### config.mk
export PLATFORM = sky130hd
export DESIGN_NAME = hangman_progress
export DESIGN_NICKNAME = d
export VERILOG_FILES = /design/src/rtl/hangman_progress.sv
export SDC_FILE = /design/constraint.sdc
export NUM_CORES = 1
export LEC_CHECK = 0
export BUFFER_PORTS_ARGS = -buffer_cell sky130_fd_sc_hd__buf_4
export CAP_MARGIN = 20
export CORE_UTILIZATION = 40
export DETAILED_ROUTE_END_ITERATION = 16
export PLACE_DENSITY_LB_ADDON = 0.15
export REMOVE_ABC_BUFFERS = 1
export SYNTH_ARGS = -nofsm -noshare
export SYNTH_HDL_FRONTEND = slang
export SYNTH_SLANG_ARGS = --single-unit
export TNS_END_PERCENT = 100
### constraint.sdc
create_clock -name clk -period 2.6 [get_ports clk]
set_clock_uncertainty 0.2 [all_clocks]
set_input_delay 0.39 -clock clk [delete_from_list [all_inputs] [get_ports clk]]
set_output_delay 0.39 -clock clk [all_outputs]
set_load 0.05 [all_outputs]
### src/rtl/hangman_progress.sv
// hangman_progress: game-state datapath after control_letter.
// Accumulates revealed positions, used letters, wrong guesses;
// decodes win/loss for the HEX/LED display logic.
//
// Ports:
//   clk, resetn      clock, synchronous active-low reset
//   new_game         pulse, clears game state (drops same-cycle guess)
//   word_mask        1 = real letter position, 0 = dummy slot
//   guess_valid      pulse, guess/match valid this cycle
//   guess, match     letter code and per-position enables
//   revealed         positions guessed correctly
//   wrong_count      wrong guesses so far (saturates at MAX_WRONG)
//   used_letters     bit k = letter k already guessed
//   dup_guess        pulse, repeated letter ignored
//   bad_guess        pulse, code above 25 ignored
//   game_won/lost    decoded from state
//   lives_led        lives bar, only with HANGMAN_LED_LIVES_EN defined
//
// Optional: `define HANGMAN_LED_LIVES_EN for the thermometer lives bar.
module hangman_progress #(
  parameter int NUM_POS   = 5,
  parameter int MAX_WRONG = 6,
  parameter int LETTER_W  = 5
) (
  input  logic                clk,
  input  logic                resetn,
  input  logic                new_game,
  input  logic [NUM_POS-1:0]  word_mask,
  input  logic                guess_valid,
  input  logic [LETTER_W-1:0] guess,
  input  logic [NUM_POS-1:0]  match,
  output logic [NUM_POS-1:0]  revealed,
  output logic [3:0]          wrong_count,
  output logic [25:0]         used_letters,
  output logic                dup_guess,
  output logic                bad_guess,
  output logic                game_won,
  output logic                game_lost,
  output logic [9:0]          lives_led
);

  localparam logic [1:0] S_PLAY = 2'd0;
  localparam logic [1:0] S_WON  = 2'd1;
  localparam logic [1:0] S_LOST = 2'd2;

  localparam logic [3:0] WMAX = 4'(MAX_WRONG);

  logic [1:0]         state, state_n;
  logic [NUM_POS-1:0] hit, rev_n;
  logic [3:0]         wc_n;
  logic [25:0]        used_n, letter_oh;
  logic               dup_n, bad_n;
  logic               take, is_bad, is_dup, win;

  always_comb begin
    is_bad    = guess > LETTER_W'(25);
    // codes above 25 shift out of the vector, so is_dup stays 0
    letter_oh = 26'(1) << guess;
    is_dup    = |(used_letters & letter_oh);
    take      = guess_valid && (state == S_PLAY);
    // dummy slots never reveal and never count as a hit
    hit       = match & word_mask;
    rev_n     = revealed;
    wc_n      = wrong_count;
    used_n    = used_letters;
    dup_n     = 1'b0;
    bad_n     = 1'b0;
    if (take) begin
      unique case (1'b1)
        is_bad: bad_n = 1'b1;
        is_dup: dup_n = 1'b1;
        default: begin
          used_n = used_letters | letter_oh;
          if (|hit)
            rev_n = revealed | hit;
          else if (wrong_count < WMAX)
            wc_n = wrong_count + 4'd1;
        end
      endcase
    end
    win     = (|word_mask) &&
              ((rev_n & word_mask) == word_mask);
    state_n = state;
    if (state == S_PLAY) begin
      if (win)
        state_n = S_WON;
      else if (wc_n == WMAX)
        state_n = S_LOST;
    end
  end

  always_ff @(posedge clk) begin
    if (!resetn || new_game) begin
      state        <= S_PLAY;
      revealed     <= '0;
      wrong_count  <= '0;
      used_letters <= '0;
      dup_guess    <= 1'b0;
      bad_guess    <= 1'b0;
    end else begin
      state        <= state_n;
      revealed     <= rev_n;
      wrong_count  <= wc_n;
      used_letters <= used_n;
      dup_guess    <= dup_n;
      bad_guess    <= bad_n;
    end
  end

  assign game_won  = (state == S_WON);
  assign game_lost = (state == S_LOST);

`ifdef HANGMAN_LED_LIVES_EN
  logic [3:0]  left;
  logic [10:0] therm;
  logic [9:0]  lives_n;

  always_comb begin
    left = WMAX - wc_n;
    if (left > 4'd10)
      left = 4'd10;
    therm   = (11'(1) << left) - 11'd1;
    lives_n = therm[9:0];
    // bar is dark once the game is over
    if (state_n != S_PLAY)
      lives_n = '0;
  end

  always_ff @(posedge clk) begin
    if (!resetn || new_game)
      lives_led <= '0;
    else
      lives_led <= lives_n;
  end
`else
  assign lives_led = '0;
`endif

endmodule

==> reports/results.tsv, run 1 <==
stage	metric	value	unit
setup_path	CP max FO	16	
logic_synthesis	synth top area cells	dfxtp_1, a31oi_1, nor2_1	
floorplan	io pins	68	
floorplan	Initial Utilization	41.5	%
cts	# resized after CTS	0	
final_layout	Antenna Cells	0	
cts	Bufs on Longest Clock Path	2	
route	Initial DRC Count	100	
setup_path	critical path endpoint category	flip-flop	
final_layout	fraction of layout instances using a drive strength above 1	34.8	%
sta	post-layout minimum cycle time	2270	ps
sta	Tcrit/Tclk final	87.5	%
sta	final hold vios	0	
floorplan	Placement Rows	27	
floorplan	DIE WIDTH	77.3	um
pwr	P per Cell Area	437	mW/mm^2
pwr	VDD IR max	0.219	mV
cts	CTS Buf Count	5	
run_status	outcome	finished clean	
setup_path	kind of critical path	primary input to flip-flop	
hold_path	HP Class	primary input to flip-flop	
route	drt total wl	5.51	mm
grt	first-pass GRT wire length	9.43	mm
grt	initial antenna violation count	0	
cts	count of hold buffers inserted by post-cts repair	0	
hold_path	Worst Hold Launch	match[0]	
final_layout	Area growth syn-to-layout	22.5	%
final_layout	fin nets	321	
setup_path	Bufs and invs on worst path	1	
logic_synthesis	share of the synthesized area in the top cell type	34.4	%
setup_path	Worst Path Required	2610	ps
logic_synthesis	Yosys top cell by area	dfxtp_1	
logic_synthesis	synthesized instance count	243	
placed_design	IO buf count	57	
logic_synthesis	top_reg_cell synth	dfxtp_1	
sta	Fin Setup TNS	0	ps
sta	Setup WS post-layout	325	ps
sta	Setup-failing EPs final	0	
pwr	Pleak	1.17	nW
placed_design	placed cell areas	0.00270	mm^2
sta	Final Max Tran Viols	0	
setup_path	reg-to-reg critical path startpoint	state[1]$_SDFFE_PP0P_	
route	Vias	1987	
cts	post-CTS setup buffers	0	
final_layout	leading cell type in the layout, fill and taps excluded	buf_4	
grt	Overflow after GRT	0	
cts	CTS H-tree lvls	2	
grt	vias in the first global route	1921	
cts	Clk pin slew, worst setup/hold paths	80	ps
logic_synthesis	syn avg cell area	9.35	um^2
setup_path	CP Launch Type	primary input	
job	maxcap violations	0	
final_layout	Post-Layout Inst Area	0.00278	mm^2
final_layout	most frequent cells in the layout	buf_4, nor2_1, dfxtp_1	
sta	worst hold margin	161	ps
setup_path	crit path DAT	2290	ps
route	WL/cell	14.7	um
final_layout	Non-Filler Instances	374	
route	number of routed nets with antenna violations	0	
cts	CTS tree	done	
floorplan	die area	0.00598	mm^2
logic_synthesis	Post-Syn Area	0.00227	mm^2
cts	Sink Count	39	
logic_synthesis	register area share after synthesis	34.4	%
placed_design	RePlAce Congestion	0.780	
logic_synthesis	fraction of registers with async set/reset	0	%
placed_design	DP HPWL	3.96	mm
logic_synthesis	Yosys warning count	0	
sta	RSZ-0062 raised after global routing	no	
floorplan	Die Ht	77.3	um
placed_design	pre-CTS setup slack	34.6	ps
grt	Overall Global Routing Usage	19.9	%
sta	max frequency	0.440	GHz
setup_path	critical path cell sequence	buf_4 > mux4_2 > nand3b_2 > nand4_2 > nor3_4 > and2_4 > mux2_4 > o31ai_1	
route	# DRC	0	
setup_path	crit-path leading delay family	multiplexers	
setup_path	max incr delay on CP	540	ps
route	router iterations before antenna repair	4	
cts	Root Driver	clkbuf_8	
setup_path	Critical Path Slowest Stage Cell	mux4_2	
logic_synthesis	flops & latches, synth	39	
placed_design	dpl cells	366	
grt	pin count of the biggest net entering global routing	34	
setup_path	Critical Path Source	guess[0]	
floorplan	CORE AREA	0.00547	mm^2
final_layout	Filler cells	549	
logic_synthesis	Cell variety after synth	64	
cts	Skew-Pair Late Insertion Delay	290	ps
logic_synthesis	EDFF count, synth	0	
route	Vias/cell	5.31	
-- final cells by class --
| cell class | instances | area (um^2) | area share (%) |
|---|---|---|---|
| Timing Repair Buffer | 70 | 551 | 19.8 |
| Sequential cell | 39 | 781 | 28.1 |
| Tap cell | 72 | 90.1 | 3.24 |
| Multi-Input combinational cell | 183 | 1270 | 45.7 |
| Clock inverter | 1 | 5.00 | 0.180 |
| Clock buffer | 7 | 76.3 | 2.74 |
| Inverter | 2 | 7.51 | 0.270 |
-- worst paths after layout --
kind / end / slack, ps / cells after the start
min reg2reg: used_letters[10]$_SDFFE_PP0P_ / 290 / 2
max: state[1]$_SDFFE_PP0P_ / 330 / 8
min: revealed[0]$_SDFF_PP0_ / 160 / 3
max reg2reg: state[1]$_SDFFE_PP0P_ / 350 / 6
-- sequential cells by signal, summed over array words and instances (netlist names) --
name          cells
bad_guess         1
dup_guess         1
revealed          5
state             2
used_letters     26
wrong_count       4
-- report_power, final --
group	switching (mW)	internal (mW)	total, mW
Sequential	0.00374	0.601	0.605
Clock	0.206	0.188	0.395
Combinational	0.141	0.0771	0.218
-- metal layers --
metal  GRT usage (%)  part of all wire (%)  up-vias
li1                -                     -     1002
met4            6.79                   1.5        0
met1            27.6                    49      930
met3            4.12                   3.9        8
met2            30.5                    46       47
met5               0                     0        -
-- kinds of logic after synthesis --
logic type | after synthesis | synth area share [%]
AOI/OAI and AO/OA | 55 | 19.0
xor gates and xnor gates | 1 | 0.386
adders and majority gates | 1 | 0.551
buffers and inverters | 30 | 11.1
DFF | 39 | 34.4
muxes | 7 | 4.13
other | 1 | 0.165
and+or+nand+nor | 109 | 30.4
-- tightest hold or removal path, cell delays in order --
cell,delay [ps]
buf_4,90
a31oi_1,60
nor2_1,70
-- per-stage QoR --
stage | util (%) | total power, mW
floorplan | - | 0.739
global placement | 49.4 | 0.835
detailed placement | 49.4 | 0.835
CTS | 50.8 | 1.23
global route | 50.8 | 1.27
finish | 50.8 | 1.22
-- cells in the mapped netlist (2+ instances only) --
cell type  count
a21oi_1        2
a31oi_1       29
a41oi_1        5
and2_1         3
and3_1         5
and3_4         3
and3b_1        2
and3b_2        3
buf_2          2
buf_4         13
buf_6          9
clkbuf_1       2
clkbuf_8       2
dfxtp_1       39
inv_1          2
mux2_4         2
mux2i_1        3
nand2_1        4
nand2b_1       5
nand3_1        4
nand3b_1       4
nand4_1        3
nor2_1        39
nor2_4         2
nor2b_1        4
nor3_1         5
nor3b_1        4
nor3b_2        2
nor4_1         3
o211ai_2       3
o21ai_0        2
Power figures use the tool's default switching activity.
==> run 2: changes to the inputs <==
CELL_PAD_IN_SITES_DETAIL_PLACEMENT = 0   (was unset)
CELL_PAD_IN_SITES_GLOBAL_PLACEMENT = 1   (was unset)
CORE_UTILIZATION = 38   (was 40)
==> run 2 against run 1 <==
Against the previous run:
- worst hold slack improved by 5.8 ps
- setup slack got worse by 17 ps
- first-iteration DRC count grew 15%
- via count up 1.7%
- count of clock-buffer cells in the layout shrank 1
- power fell by 1.1%
- flip-flop and latch count unchanged
- register-to-register slack worse by 40 ps
- combinational power barely moved
- maximum frequency shrank 0.73%
- utilization down 1.5 points
- critical endpoint unchanged
==> reports/results.tsv, run 2 (synthesis results as in run 1) <==
stage	metric	value	unit
route	number of routed nets with antenna violations	0	
cts	Sink Count	39	
cts	Clk pin slew, worst setup/hold paths	70	ps
floorplan	io pins	68	
route	router iterations before antenna repair	6	
grt	Overflow after GRT	0	
sta	Fin Setup TNS	0	ps
setup_path	critical path endpoint category	flip-flop	
final_layout	max reg flops	26	
pwr	total power	1.20	mW
route	# DRC	0	
setup_path	CP max FO	7	
setup_path	reg-to-reg critical path startpoint	used_letters[21]$_SDFFE_PP0P_	
pwr	VDD IR max	0.269	mV
sta	Tcrit/Tclk final	88.1	%
setup_path	Critical Path Slowest Stage Cell	mux4_2	
pwr	Pleak	1.17	nW
cts	CTS H-tree lvls	2	
hold_path	HP Class	primary input to flip-flop	
route	Initial DRC Count	115	
route	Vias/cell	5.42	
grt	vias in the first global route	1901	
pwr	Clk pwr share	31.4	%
sta	post-layout minimum cycle time	2290	ps
grt	initial antenna violation count	0	
setup_path	crit path DAT	2260	ps
route	WL/cell	15.4	um
setup_path	cells on worst reg2reg path	7	
setup_path	CP Launch Type	flip-flop	
cts	count of hold buffers inserted by post-cts repair	0	
setup_path	critical path cell sequence	mux4_2 > nand3b_2 > nand4_2 > nor3_4 > a41oi_1 > nor4_1 > o31ai_1	
setup_path	r2r setup slk	310	ps
floorplan	Initial Utilization	40.3	%
final_layout	leading cell type in the layout, fill and taps excluded	buf_4	
cts	Skew-Pair Late Insertion Delay	290	ps
cts	post-CTS setup buffers	0	
final_layout	Area growth syn-to-layout	22.5	%
sta	max frequency	0.436	GHz
floorplan	DIE WIDTH	79.3	um
final_layout	fraction of layout instances using a drive strength above 1	34.9	%
pwr	P per Cell Area	433	mW/mm^2
placed_design	RePlAce Congestion	0.818	
sta	Setup-failing EPs final	0	
setup_path	R2R Path End	state[1]$_SDFFE_PP0P_	
setup_path	Worst Path Required	2570	ps
final_layout	Top Registers	used_letters x26, revealed x5, wrong_count x4	
final_layout	Antenna Cells	0	
job	maxcap violations	0	
final_layout	final core occ	49.3	%
final_layout	most flop-heavy register	used_letters	
placed_design	pre-CTS setup slack	11.1	ps
pwr	Sw Pwr	346	uW
cts	CTS Buf Count	5	
sta	final hold vios	0	
pwr	Int Pwr	859	uW
grt	first-pass GRT wire length	9.58	mm
floorplan	die area	0.00629	mm^2
floorplan	Die Ht	79.3	um
cts	Bufs on Longest Clock Path	2	
setup_path	kind of critical path	flip-flop to flip-flop	
run_status	outcome	finished clean	
pwr	Seq pwr share	50.2	%
placed_design	IO buf count	57	
final_layout	most frequent cells in the layout	buf_4, nor2_1, dfxtp_1	
route	drt total wl	5.74	mm
grt	Overall Global Routing Usage	19.7	%
sta	Final Max Tran Viols	0	
floorplan	Placement Rows	27	
sta	RSZ-0062 raised after global routing	no	
grt	pin count of the biggest net entering global routing	24	
setup_path	max incr delay on CP	480	ps
placed_design	DP HPWL	4.27	mm
pwr	switching share of power	28.7	%
cts	# resized after CTS	0	
cts	Root Driver	clkbuf_8	
setup_path	Critical Path Source	used_letters[21]$_SDFFE_PP0P_	
sta	Setup WS post-layout	308	ps
setup_path	CP Capture Point	state[1]$_SDFFE_PP0P_	
cts	CTS tree	done	
route	Vias	2020	
final_layout	fin nets	322	
pwr	combinational power share	18.3	%
floorplan	CORE AREA	0.00564	mm^2
run 2: worst min-delay path by stage:
stage	start	to	slack, ps	depth (start not counted)
floorplan	state[1]$_SDFFE_PP0P_	state[1]$_SDFFE_PP0P_	270	2
global placement	revealed[2]$_SDFF_PP0_	revealed[2]$_SDFF_PP0_	280	2
detailed placement	used_letters[2]$_SDFFE_PP0P_	used_letters[2]$_SDFFE_PP0P_	280	2
CTS	match[0]	revealed[0]$_SDFF_PP0_	160	3
global route	match[0]	revealed[0]$_SDFF_PP0_	160	3
finish	match[0]	revealed[0]$_SDFF_PP0_	170	3
run 2: power groups by stage:
stage               Combinational [mW]  Clock (mW)  Sequential (mW)
finish                           0.221       0.379            0.605
global route                     0.238       0.416            0.605
CTS                              0.220       0.391            0.605
detailed placement               0.219           0            0.619
global placement                 0.221           0            0.619
floorplan                        0.107           0            0.632
run 2: metrics by stage:
| step | hold slack, ps | instance area (um^2) | std cells |
|---|---|---|---|
| floorplan | 268 | 2060 | 224 |
| global placement | 279 | 2710 | 367 |
| detailed placement | 283 | 2710 | 367 |
| CTS | 160 | 2780 | 373 |
| global route | 159 | 2780 | 373 |
| finish | 167 | 2780 | 373 |
run 2: area by class of cell:
class	instances	area, um^2
multi-input cells	183	1270
well taps	72	90.1
fillers	571	2860
repair buffers	71	558
flip-flops and latches	39	781
inverters	2	7.51
clock buffers	6	72.6
run 2: critical path, delay by kind of cell (launching register included):
kind | cells | cell delay, ps
and+or+nand+nor | 4 | 830
muxes | 1 | 480
DFF | 1 | 340
AOI/OAI and AO/OA | 2 | 320
run 2: routing by layer:
layer / track usage [%] / up-vias / part of all wire, %
li1: - / 999 / -
met1: 28.2 / 958 / 51
met2: 28.9 / 58 / 44
met3: 4.94 / 5 / 4.5
met4: 5.64 / 0 / 1.2
met5: 0 / - / 0
